## src/rtl/rb_pwm_pkg.sv

```systemverilog
// Shared constants for the rb_pwm_dac PWM modulator: cfg word layout and frame length.
package rb_pwm_pkg;

  localparam int CFG_W         = 24;
  localparam int VAL_MSB       = 23;
  localparam int VAL_LSB       = 16;
  localparam int DIT_W         = 16;
  localparam int FRAME_PERIODS = 16;
  localparam int PIDX_W        = $clog2(FRAME_PERIODS);

  typedef logic [CFG_W-1:0] cfg_t;

endpackage

```

## src/rtl/rb_pwm_channel.sv

```systemverilog
// One PWM channel: double-buffered duty/dither settings, compare and output register.
// Dither shift register exists only when RB_PWM_DITHER_EN is defined.
module rb_pwm_channel
  import rb_pwm_pkg::*;
#(
  parameter int CW = 8
) (
  input  logic             clk_i,
  input  logic             rst_i,
  input  logic [CW-1:0]    cnt_i,
  input  logic             per_end_i,
  input  logic             frm_end_i,
  input  logic [CFG_W-1:0] cfg_i,
  output logic             pwm_o
);

  localparam int VW = VAL_MSB - VAL_LSB + 1;
  localparam int EW = VW + 1;
  localparam int MW = (CW > EW) ? CW : EW;

  logic [VW-1:0] val_q, val_d;
  logic [EW-1:0] v_eff;
  logic          pwm_q, pwm_d;

  always_comb val_d = frm_end_i ? cfg_i[VAL_MSB:VAL_LSB] : val_q;

`ifdef RB_PWM_DITHER_EN
  logic [DIT_W-1:0] b_q, b_d;

  // Pattern is reloaded at frame end and consumed one bit per period, LSB first.
  always_comb begin
    b_d = b_q;
    if (frm_end_i) begin
      b_d = cfg_i[DIT_W-1:0];
    end else if (per_end_i) begin
      b_d = {1'b0, b_q[DIT_W-1:1]};
    end
  end

  always_ff @(posedge clk_i) begin
    if (rst_i) begin
      b_q <= '0;
    end else begin
      b_q <= b_d;
    end
  end

  assign v_eff = {1'b0, val_q} + EW'(b_q[0]);
`else
  logic unused_dit;
  assign unused_dit = ^{cfg_i[DIT_W-1:0], per_end_i};
  assign v_eff      = {1'b0, val_q};
`endif

  // A level of CCW+1 or more never loses the compare, so no clamp is needed.
  assign pwm_d = (MW'(cnt_i) < MW'(v_eff));

  always_ff @(posedge clk_i) begin
    if (rst_i) begin
      val_q <= '0;
      pwm_q <= 1'b0;
    end else begin
      val_q <= val_d;
      pwm_q <= pwm_d;
    end
  end

  assign pwm_o = pwm_q;

endmodule

```

## src/rtl/rb_pwm_dac.sv

```systemverilog
// Four-channel PWM DAC: shared period/frame timebase feeding four rb_pwm_channel slices.
// Define RB_PWM_DITHER_EN to enable the 16-period dither pattern.
module rb_pwm_dac
  import rb_pwm_pkg::*;
#(
  parameter int CCW = 255
) (
  input  logic        clk_i,
  input  logic        rst_i,
  input  logic [23:0] cfg_a_i,
  input  logic [23:0] cfg_b_i,
  input  logic [23:0] cfg_c_i,
  input  logic [23:0] cfg_d_i,
  output logic [3:0]  pwm_o,
  output logic        frame_o
);

  localparam int CW = (CCW < 1) ? 1 : $clog2(CCW + 1);

  logic [CW-1:0]     cnt_q, cnt_d;
  logic [PIDX_W-1:0] pidx_q, pidx_d;
  logic              frame_q;
  logic              per_end, frm_end;
  logic [CFG_W-1:0]  cfg_w [4];

  assign per_end = (cnt_q == CW'(CCW));
  assign frm_end = per_end && (pidx_q == PIDX_W'(FRAME_PERIODS - 1));

  always_comb begin
    cnt_d  = per_end ? '0 : cnt_q + 1'b1;
    pidx_d = per_end ? pidx_q + 1'b1 : pidx_q;
  end

  // Reset parks the timebase on the last cycle of a frame so the first
  // active edge captures cfg and starts a clean frame.
  always_ff @(posedge clk_i) begin
    if (rst_i) begin
      cnt_q   <= CW'(CCW);
      pidx_q  <= PIDX_W'(FRAME_PERIODS - 1);
      frame_q <= 1'b0;
    end else begin
      cnt_q   <= cnt_d;
      pidx_q  <= pidx_d;
      frame_q <= frm_end;
    end
  end

  assign frame_o = frame_q;

  assign cfg_w[0] = cfg_a_i;
  assign cfg_w[1] = cfg_b_i;
  assign cfg_w[2] = cfg_c_i;
  assign cfg_w[3] = cfg_d_i;

  for (genvar g = 0; g < 4; g++) begin : g_ch
    rb_pwm_channel #(
      .CW (CW)
    ) u_ch (
      .clk_i     (clk_i),
      .rst_i     (rst_i),
      .cnt_i     (cnt_q),
      .per_end_i (per_end),
      .frm_end_i (frm_end),
      .cfg_i     (cfg_w[g]),
      .pwm_o     (pwm_o[g])
    );
  end

endmodule

```

## config.mk

```make
export PLATFORM = sky130hd
export DESIGN_NAME = rb_pwm_dac
export DESIGN_NICKNAME = d
export VERILOG_FILES = /design/src/rtl/rb_pwm_pkg.sv /design/src/rtl/rb_pwm_channel.sv /design/src/rtl/rb_pwm_dac.sv
export SDC_FILE = /design/constraint.sdc
export NUM_CORES = 1
export LEC_CHECK = 0
export ABC_CLOCK_PERIOD_IN_PS = 5000
export BUFFER_PORTS_ARGS = -buffer_cell sky130_fd_sc_hd__buf_2
export CAP_MARGIN = 30
export CORE_MARGIN = 2
export CORE_UTILIZATION = 52
export CTS_CLUSTER_SIZE = 8
export DETAILED_ROUTE_END_ITERATION = 12
export PLACE_DENSITY = 0.94
export SETUP_SLACK_MARGIN = 0.05
export SKIP_LAST_GASP = 1
export SYNTH_ARGS = -nofsm -noshare
export SYNTH_HDL_FRONTEND = slang
export SYNTH_SLANG_ARGS = --single-unit
```

## constraint.sdc

```tcl
create_clock -name clk_i -period 5 [get_ports clk_i]
set_clock_uncertainty 0.1 [all_clocks]
set_input_delay 1 -clock clk_i [delete_from_list [all_inputs] [get_ports clk_i]]
set_output_delay 1 -clock clk_i [all_outputs]
set_load 0.005 [all_outputs]
```

==> summary.txt, run 1 <==
Outcome
  – Status: complete, no violations

Synthesis
  – Cells after synthesis: 298
  – Post-synthesis cell area: approximately 0.0027 sq mm
  – EDFF count, synth: 0
  – Unique masters post-synth: 39
  – Async SR Flop Fraction: 0%
  – Synthesized flop and latch total: roughly 50
  – Sequential area share after synthesis: 36.65%
  – Mean Syn Cell Area: around 9.0 sq um
  – Synth Flop Type: dfxtp_1
  – Syn. warnings: 0
  – Net Count, Synth: about 430

Cells and area
  – Layout Cell Area excl Fill: just under 0.003 sq mm
  – Fill cell count: between 400 and 500
  – Nets: approximately 460
  – Area Overhead vs Synth: 11.27%
  – # diodes: 0
  – Share of layout cells above drive strength 1: ~16%

GRT
  – Global-route wire length before repair: between 9000 and 10000 um
  – Total GRT Usage: 20.24%
  – Largest net degree at the start of global routing: 44
  – Grt met1 use: a little over a quarter
  – Met3 Usage GRT: 4.894%
  – Met2 Use GR: roughly a third
  – Congestion Overflow GR: 0
  – Number of global-route vias before repair: slightly above 2000
  – Initial antenna violation count: 0
  – Busiest grt layer: met2

Power
  – P_leak: 1.183 nW
  – Worst IR drop on VDD: approximately 0.21 mV
  – PwrDens: between 500 and 600 mW/mm^2

Clock tree
  – CTS buffer count: 5
  – Clock Latency Late Sink: around 0.3 ns
  – CTS tree: yes
  – Post-CTS resize count: 0
  – Post-CTS setup buffer count: 0
  – Clock sinks: a little under 50
  – Clock-pin slew on the worst setup and hold paths: 0.08 ns
  – CTS max path bufs: 2
  – Clock H-tree levels: 2
  – Cts-stage hold buffer count: 0
  – Clock Tree Root: clkbuf_8

Placement
  – Port Buf Inserts: 38
  – Post-DP Area: just under 0.003 sq mm
  – DP HPWL: slightly below 4000 um
  – GPL Wtd Cong: 0.8075

Timing
  – Slew HR: about three fifths
  – Fmax: between 0.4 and 0.5 GHz
  – Minimum clock period: approximately 2.2 ns
  – Slew at the pin closest to its max-slew limit: a little under 0.6 ns
  – Final Setup Violations: 0
  – RSZ-0062 raised after global routing: false
  – Final slew viol count: 0
  – Final period utilization: a little over two fifths
  – Setup_tns: 0 ns
  – Final Hold Fails: 0

Setup path
  – Critical R2R Capture: g_ch[0].u_ch.pwm_o$_SDFF_PP0_
  – Crit-path slowest cell: dfxtp_1
  – Family with the most delay on the worst path: compound AO/OA/AOI/OAI gates
  – Internal reg-to-reg setup slack: 2.82 ns
  – Worst setup path class: register to register
  – Crit-path max FO: 10
  – Max incr delay on CP: 0.64 ns
  – Crit start category: register
  – Worst Reg-to-Reg Cells: 4
  – Data arrival, critical path: around 2.2 ns
  – CP cell instances: ha_1 > a211oi_1 > o21ai_0 > a2111oi_0
  – Critical R2R Launch: cnt_q[3]$_SDFF_PP1_
  – Worst Setup End Kind: register
  – CP bufs+invs: 0
  – WP depth: 4
  – Worst Path Required: slightly above 5 ns

Hold path
  – Hold Path Stages: 2
  – Worst Hold Launch: g_ch[3].u_ch.val_q[3]$_SDFFE_PP0P_
  – Worst Hold End: g_ch[3].u_ch.val_q[3]$_SDFFE_PP0P_
  – Hold crit path type: register to register

Drt
  – Drt drc: 0
  – Initial DRC count: 122
  – Via count: about 2100
  – Detailed Route WL: roughly 5400 um
  – Vias/cell: 5.335
  – First-pass DRT Iterations: 4
  – Final ANT Viol Nets: 0
  – Mean routed wirelength per cell: 13.39 um

Die
  – Die Y: roughly 76 um
  – Starting Density: 53.08%
  – IO Count: about 100
  – Core Rows: 26
  – Die X: about 76 um
  – Core ar.: just over 0.005 sq mm
  – Die area: 0.005737 sq mm

Run
  – Maxcap violations: 0
-- worst max path at each step --
stage	start	endpoint	slack, ns
after detailed placement	rst_i	g_ch[0].u_ch.val_q[5]$_SDFFE_PP0P_	2.71
final	cnt_q[3]$_SDFF_PP1_	g_ch[0].u_ch.pwm_o$_SDFF_PP0_	2.82
after CTS	cnt_q[3]$_SDFF_PP1_	g_ch[0].u_ch.pwm_o$_SDFF_PP0_	2.87
after global placement	rst_i	g_ch[1].u_ch.val_q[7]$_SDFFE_PP0P_	2.49
after floorplan	rst_i	g_ch[0].u_ch.val_q[0]$_SDFFE_PP0P_	2.87
after global routing	cnt_q[3]$_SDFF_PP1_	g_ch[0].u_ch.pwm_o$_SDFF_PP0_	2.58
-- flip-flops by register name, indices dropped and copies added, names as in the netlist --
register and count:
g_ch.u_ch.val_q 32, pidx_q 4, g_ch.u_ch.pwm_o 4, cnt_q 8, frame_o 1
-- layout by cell type (no fill, tap or decap), drive strengths merged, types with 3 or more instances in the layout --
master / synthesis / routed
a2111oi: 4 / 4
a211oi: 3 / 3
a21oi: 4 / 4
a31oi: 3 / 3
and4: 3 / 3
buf: 9 / 41
clkbuf: 7 / 7
dfxtp: 49 / 49
ha: 30 / 30
inv: 30 / 30
mux2i: 33 / 33
nand2: 69 / 69
nand3: 9 / 9
nor2b: 4 / 4
nor3b: 3 / 3
o2111a: 3 / 3
o211ai: 3 / 3
o21ai: 11 / 11
-- layout make-up --
class,count,area [sq um],area share [%]
Multi-Input combinational cell,203,1485,49.87
Sequential cell,49,980.9,32.94
Clock buffer,7,86.33,2.899
Tap cell,70,87.58,2.941
Inverter,30,112.6,3.782
Timing Repair Buffer,41,225.2,7.563
-- Yosys cell counts (3+ instances only) --
cell type / instances / share of area [%]
nand2_1: 69 / 9.7
dfxtp_1: 49 / 37
mux2i_1: 33 / 12
ha_1: 30 / 14
inv_1: 30 / 4.2
o21ai_0: 11 / 2.1
nand3_1: 8 / 1.5
clkbuf_1: 7 / 0.98
a2111oi_0: 4 / 1.3
a21oi_1: 4 / 0.75
buf_4: 4 / 1.1
nor2b_1: 4 / 0.93
a211oi_1: 3 / 0.84
a31oi_1: 3 / 0.70
buf_6: 3 / 1.3
nor3b_1: 3 / 0.84
o2111a_1: 3 / 1.3
o211ai_1: 3 / 0.84
-- metal layers --
layer	routed length [um]	part of all wire, %
met1	2451	46
met2	2551	48
met3	307	5.7
met4	44	0.82
met5	0	0
-- power breakdown --
| part | leakage [nW] | total [mW] | switching [mW] | internal [mW] |
|---|---|---|---|---|
| clock | 0.0443 | 0.235 | 0.125 | 0.110 |
| sequential | 0.400 | 0.637 | 0.129 | 0.508 |
| combinational | 0.739 | 0.678 | 0.362 | 0.316 |
| total | 1.18 | 1.55 | 0.616 | 0.934 |
-- worst min-delay path, cell delays in order (launching register included) --
cell     delay (ns)
dfxtp_1        0.32
nand2_1        0.05
mux2i_1        0.05
-- cells by family after synthesis --
family,Yosys count,share of synthesized area [%]
mux,33,12.34
buf+inv,46,7.854
simple gates,99,18.19
flops,49,36.65
compound gates,38,9.958
fa+ha+maj,30,14.03
xor+xnor,3,0.9819
-- per-stage QoR --
stage / setup slack, ns / instances / total power [mW] / util, % / hold WS, ns
2_1_floorplan: 2.872 / 298 / 1.150 / - / 0.3299
3_3_place_gp: 2.491 / 392 / 1.246 / 56.95 / 0.3425
3_5_place_dp: 2.712 / 393 / 1.316 / 57.34 / 0.3456
4_1_cts: 2.874 / 400 / 1.553 / 59.06 / 0.3641
5_1_grt: 2.585 / 400 / 1.675 / 59.06 / 0.3837
6_report: 2.817 / 400 / 1.550 / 59.06 / 0.3629
Note: power is estimated with default switching activity, not from simulation.
==> inputs of run 2 (changes only) <==
--- a/config.mk
+++ b/config.mk
@@ -5,14 +5,14 @@
 export SDC_FILE = /design/constraint.sdc
 export NUM_CORES = 1
 export LEC_CHECK = 0
-export ABC_CLOCK_PERIOD_IN_PS = 5000
+export ABC_CLOCK_PERIOD_IN_PS = 2150
 export BUFFER_PORTS_ARGS = -buffer_cell sky130_fd_sc_hd__buf_2
 export CAP_MARGIN = 30
 export CORE_MARGIN = 2
-export CORE_UTILIZATION = 52
+export CORE_UTILIZATION = 49
 export CTS_CLUSTER_SIZE = 8
 export DETAILED_ROUTE_END_ITERATION = 12
-export PLACE_DENSITY = 0.94
+export PLACE_DENSITY = 0.9
 export SETUP_SLACK_MARGIN = 0.05
 export SKIP_LAST_GASP = 1
 export SYNTH_ARGS = -nofsm -noshare
==> constraint.sdc (replaced) <==
create_clock -name clk_i -period 2.15 [get_ports clk_i]
set_clock_uncertainty 0.1 [all_clocks]
set_input_delay 0.43 -clock clk_i [delete_from_list [all_inputs] [get_ports clk_i]]
set_output_delay 0.43 -clock clk_i [all_outputs]
set_load 0.005 [all_outputs]
==> summary.txt, run 2 (same netlist as run 1, synthesis figures left out) <==
Outcome
  – Status: complete, no violations

Cells and area
  – Share of layout cells above drive strength 1: 18.15%
  – FF/Latch Area: just under 0.001 sq mm
  – Most frequent cells in the layout: nand2_1, dfxtp_1, buf_2
  – Nets: roughly 460
  – Fin util: 58.39%
  – Largest reg by FF count: g_ch.u_ch.val_q
  – Commonest non-fill, non-tap cell in the layout: nand2_1
  – Layout Cell Area excl Fill: slightly above 0.003 sq mm
  – Fill cell count: 472
  – Area of the multi-input gates: about 0.0015 sq mm
  – # diodes: 0
  – Area Overhead vs Synth: 13.56%
  – Largest registers: g_ch.u_ch.val_q x32, cnt_q x8
  – Max FFs per register: 32

GRT
  – Initial antenna violation count: 0
  – Congestion Overflow GR: 0
  – Largest net degree at the start of global routing: 31
  – Total GRT Usage: 18.85%
  – Number of global-route vias before repair: between 2000 and 2500
  – Global-route wire length before repair: approximately 9200 um

Die
  – Starting Density: between 50% and 60%
  – Die area: ~0.0061 sq mm
  – Core ar.: between 0.005 and 0.006 sq mm
  – IO Count: just over 100
  – Die X: 77.91 um
  – Die Y: 77.91 um
  – Core Rows: 26

Clock tree
  – Clock Tree Root: clkbuf_8
  – Clock-pin slew on the worst setup and hold paths: 0.09 ns
  – CTS max path bufs: 2
  – Post-CTS resize count: 0
  – CTS buffer count: 5
  – Clock Latency Late Sink: around 0.31 ns
  – Post-CTS setup buffer count: 0
  – Clock sinks: a little under 50
  – Cts-stage hold buffer count: 0
  – Clock H-tree levels: 2
  – CTS tree: yes

Power
  – Worst IR drop on VDD: roughly 0.48 mV
  – PwrDens: ~1200 mW/mm^2
  – P_leak: around 1.2 nW

Drt
  – Met2 WL post-DR: 2599 um
  – Final ANT Viol Nets: 0
  – Initial DRC count: around 140
  – Detailed Route WL: approximately 5400 um
  – First-pass DRT Iterations: 5
  – Metal3 WL: between 200 and 300 um
  – Mean routed wirelength per cell: between 10 and 15 um
  – Uppermost layer routed: met4
  – Via count: about 2100
  – Metal-1 WL: approximately 2500 um
  – Vias/cell: between 5 and 6
  – Drt drc: 0

Setup path
  – CP bufs+invs: 1
  – Crit-path slowest cell: dfxtp_1
  – Worst Setup End Kind: register
  – Worst Path Required: around 2.3 ns
  – Crit-path max FO: 16
  – Data arrival, critical path: ~2.1 ns
  – Worst setup path class: register to register
  – Max incr delay on CP: ~0.52 ns
  – Family with the most delay on the worst path: flip-flops
  – Crit start category: register
  – CP cell instances: ha_1 > nand3_4 > nor4_4 > buf_4 > mux2i_1

Timing
  – RSZ-0062 raised after global routing: false
  – Setup_tns: 0 ns
  – Fmax: ~0.5 GHz
  – Minimum clock period: between 1.5 and 2 ns
  – Final slew viol count: 0
  – Final Hold Fails: 0
  – Final period utilization: between 90% and 100%
  – Final Setup Violations: 0
  – Slew HR: just under 70%
  – Slew at the pin closest to its max-slew limit: 0.4730 ns

Hold path
  – Hold crit path type: primary input to register

Placement
  – DP HPWL: 3911 um
  – Port Buf Inserts: 38
  – GPL Wtd Cong: roughly 0.84
  – Post-DP Area: roughly 0.003 sq mm

Run
  – Maxcap violations: 0
==> run 2: cell count changes in the layout (fill, tap and decap cells not counted), sizes merged <==
| cell | delta |
|---|---|
| buf | +6 |
| clkbuf | -1 |
| clkinvlp | +1 |
==> run 2: per-stage QoR <==
step / power (mW) / worst slack (ns) / cells / hold WS [ns]
floorplan: 2.675 / 0.3810 / 298 / 0.3299
global placement: 3.080 / 0.2906 / 399 / 0.3441
detailed placement: 3.207 / 0.2572 / 399 / 0.3471
CTS: 3.782 / 0.2187 / 406 / 0.2534
global route: 4.091 / 0.1198 / 406 / 0.2575
finish: 3.771 / 0.2002 / 406 / 0.2575
==> run 2: layout make-up <==
class	instances	area share, %
Multi-Input combinational cell	203	48.87
Sequential cell	49	32.28
Timing Repair Buffer	47	9.304
Inverter	30	3.705
Tap cell	70	2.882
Clock buffer	6	2.717
Clock inverter	1	0.2470
==> run 2: final timing paths <==
check / startpoint / endpoint / slack [ns] / depth (start not counted)
setup / recovery: cnt_q[1]$_SDFF_PP1_ / g_ch[0].u_ch.val_q[4]$_SDFFE_PP0P_ / 0.20 / 5
hold / removal: cfg_c_i[19] / g_ch[2].u_ch.val_q[3]$_SDFFE_PP0P_ / 0.26 / 3
setup reg to reg: cnt_q[1]$_SDFF_PP1_ / g_ch[0].u_ch.val_q[4]$_SDFFE_PP0P_ / 0.20 / 5
hold reg to reg: g_ch[0].u_ch.val_q[6]$_SDFFE_PP0P_ / g_ch[0].u_ch.val_q[6]$_SDFFE_PP0P_ / 0.36 / 2
==> run 2: routing by layer <==
| metal | GRT usage (%) | vias up |
|---|---|---|
| met5 | 0 | - |
| met4 | 7.368 | 0 |
| met3 | 3.721 | 7 |
| met2 | 31.03 | 59 |
| met1 | 24.29 | 965 |
| li1 | - | 1093 |
==> run 2: where the power goes <==
| part | internal, mW | switching [mW] |
|---|---|---|
| clock network | 0.254 | 0.296 |
| registers | 1.19 | 0.272 |
| logic | 0.829 | 0.934 |
==> run 2: tightest hold or removal path: cells and delay by family <==
kind          cells  cell delay (ns)
buf+inv           1             0.09
simple gates      1             0.04
mux               1             0.05
==> inputs of run 3 (changes only) <==
--- a/config.mk
+++ b/config.mk
@@ -9,12 +9,13 @@
 export BUFFER_PORTS_ARGS = -buffer_cell sky130_fd_sc_hd__buf_2
 export CAP_MARGIN = 30
 export CORE_MARGIN = 2
-export CORE_UTILIZATION = 49
+export CORE_UTILIZATION = 30
 export CTS_CLUSTER_SIZE = 8
 export DETAILED_ROUTE_END_ITERATION = 12
-export PLACE_DENSITY = 0.9
+export PLACE_DENSITY = 0.63
 export SETUP_SLACK_MARGIN = 0.05
 export SKIP_LAST_GASP = 1
+export SLEW_MARGIN = 20
 export SYNTH_ARGS = -nofsm -noshare
 export SYNTH_HDL_FRONTEND = slang
 export SYNTH_SLANG_ARGS = --single-unit
==> summary.txt, run 3 (same netlist as run 1, synthesis figures left out) <==
Power
  – Sequential share of power: 39.0%
  – PwrDens: 1225 mW/mm^2
  – Cell Int Power: between 2 and 2.5 mW
  – Worst IR drop on VDD: ~0.43 mV
  – Comb power frac: a little under half
  – P_leak: between 1 and 1.5 nW
  – Psw: approximately 1.5 mW
  – Clock power share: approximately 15%
  – Sw frac: 39.46%

Die
  – Core ar.: 0.008678 sq mm
  – IO Count: approximately 100
  – Starting Density: between 30% and 40%
  – Die Y: roughly 100 um
  – Core Rows: 34
  – Die X: between 90 and 100 um
  – Die area: a little under 0.01 sq mm

GRT
  – Congestion Overflow GR: 0
  – Number of global-route vias before repair: 2114
  – Largest net degree at the start of global routing: 43
  – Initial antenna violation count: 0
  – Total GRT Usage: between 10% and 20%
  – Global-route wire length before repair: about 9600 um

Placement
  – GPL Wtd Cong: ~0.79
  – Port Buf Inserts: 38
  – DP HPWL: a little over 4000 um

Cells and area
  – Fill cell count: 950
  – FF/Latch Area: 982.2 sq um
  – Max FFs per register: 32
  – Share of layout cells above drive strength 1: between 10% and 20%
  – Nets: between 400 and 500
  – Most frequent cells in the layout: nand2_1, dfxtp_1, buf_2
  – Largest registers: g_ch.u_ch.val_q x32, cnt_q x8
  – Area of the multi-input gates: about 0.0015 sq mm
  – Largest reg by FF count: g_ch.u_ch.val_q
  – Area Overhead vs Synth: 14.59%
  – Commonest non-fill, non-tap cell in the layout: nand2_1
  – # diodes: 0

Setup path
  – Critical R2R Launch: cnt_q[1]$_SDFF_PP1_
  – Crit-path slowest cell: dfxtp_1
  – Internal reg-to-reg setup slack: about 0.24 ns
  – Worst Reg-to-Reg Cells: 5
  – Data arrival, critical path: roughly 2.0 ns
  – Worst Path Required: 2.28 ns
  – Crit start category: register
  – Worst Setup End Kind: register
  – Crit-path max FO: 16
  – Worst setup path class: register to register
  – Max incr delay on CP: roughly 0.50 ns
  – CP cell instances: ha_1 > nand3_4 > nor4_4 > buf_4 > mux2i_1
  – Critical R2R Capture: g_ch[2].u_ch.val_q[1]$_SDFFE_PP0P_

Clock tree
  – Clock Tree Root: clkbuf_8
  – Clock Latency Late Sink: roughly 0.3 ns
  – CTS buffer count: 5
  – Clock H-tree levels: 2
  – Post-CTS resize count: 0
  – Post-CTS setup buffer count: 0
  – CTS tree: yes
  – Clock-pin slew on the worst setup and hold paths: around 0.090 ns
  – Clock sinks: between 40 and 50
  – Cts-stage hold buffer count: 0
  – CTS max path bufs: 2

Hold path
  – Worst Hold End: g_ch[0].u_ch.val_q[7]$_SDFFE_PP0P_
  – Worst Hold Launch: cfg_a_i[23]
  – Hold Path Stages: 3
  – Hold crit path type: primary input to register

Outcome
  – Status: complete, no violations

Drt
  – Detailed Route WL: between 5000 and 6000 um
  – Drt drc: 0
  – Vias/cell: 4.789
  – Via count: 2131
  – Initial DRC count: 80
  – Mean routed wirelength per cell: approximately 13 um
  – First-pass DRT Iterations: 4
  – Final ANT Viol Nets: 0

Timing
  – Setup_tns: 0 ns
  – Worst hold slack: roughly 0.27 ns
  – Final period utilization: between 80% and 90%
  – Final Hold Fails: 0
  – Minimum clock period: 1.909 ns
  – Slew at the pin closest to its max-slew limit: ~0.46 ns
  – Slew HR: a little under 70%
  – Final slew viol count: 0
  – Final Setup Violations: 0
  – RSZ-0062 raised after global routing: false
  – Fmax: between 0.5 and 0.6 GHz

Run
  – Maxcap violations: 0
==> run 3: cell types whose count changed in the layout (fill, tap and decap cells not counted), sizes merged <==
| cell | change |
|---|---|
| clkinvlp | -1 |
| buf | +1 |
| clkbuf | +1 |
==> run 3: worst max path at each step <==
stage               depth (start not counted)           startpoint  slack [ns]                                  to
global route                                4  cnt_q[3]$_SDFF_PP1_        0.09       g_ch[1].u_ch.pwm_o$_SDFF_PP0_
global placement                            4  cnt_q[3]$_SDFF_PP1_        0.18       g_ch[0].u_ch.pwm_o$_SDFF_PP0_
finish                                      5  cnt_q[1]$_SDFF_PP1_        0.24  g_ch[2].u_ch.val_q[1]$_SDFFE_PP0P_
CTS                                         4  cnt_q[3]$_SDFF_PP1_        0.09       g_ch[1].u_ch.pwm_o$_SDFF_PP0_
floorplan                                   5  cnt_q[1]$_SDFF_PP1_        0.38  g_ch[0].u_ch.val_q[0]$_SDFFE_PP0P_
detailed placement                          4  cnt_q[3]$_SDFF_PP1_        0.23       g_ch[2].u_ch.pwm_o$_SDFF_PP0_
==> run 3: layout make-up <==
cell class                      count  share of cell area, %
Clock buffer                        7                  2.815
Inverter                           30                  3.672
Multi-Input combinational cell    203                  48.43
Sequential cell                    49                  32.03
Tap cell                          108                  4.406
Timing Repair Buffer               48                  8.650
==> run 3: worst max-delay path: cells and delay by family, from the launching register on <==
kind          cells  cell delay, ns
flops             1            0.50
simple gates      2            0.38
buf+inv           1            0.33
fa+ha+maj         1            0.28
mux               1            0.23
==> run 3: power by group through the flow <==
| stage | sequential (mW) | clock, mW | combinational, mW |
|---|---|---|---|
| 4_1_cts | 1.47 | 0.576 | 1.75 |
| 6_report | 1.46 | 0.554 | 1.74 |
| 5_1_grt | 1.51 | 0.603 | 2.00 |
| 2_1_floorplan | 1.40 | 0 | 1.28 |
| 3_3_place_gp | 1.48 | 0 | 1.65 |
| 3_5_place_dp | 1.49 | 0 | 1.74 |
==> run 3: metal layers <==
metal | global-route usage [%] | share of wire, % | vias up
li1 | - | - | 1101
met1 | 16.05 | 51 | 992
met2 | 19.94 | 45 | 33
met3 | 1.560 | 2.1 | 5
met4 | 5.163 | 1.8 | 0
met5 | 0 | 0 | -
==> run 3: per-stage QoR <==
stage	instances	cell area [sq um]	power, mW	util [%]	setup WS [ns]
2_1_floorplan	298	2676	2.675	-	0.3810
3_3_place_gp	438	2979	3.130	34.33	0.1759
3_5_place_dp	438	2979	3.222	34.33	0.2292
4_1_cts	445	3065	3.796	35.32	0.09453
5_1_grt	445	3067	4.114	35.34	0.09415
6_report	445	3067	3.756	35.34	0.2409
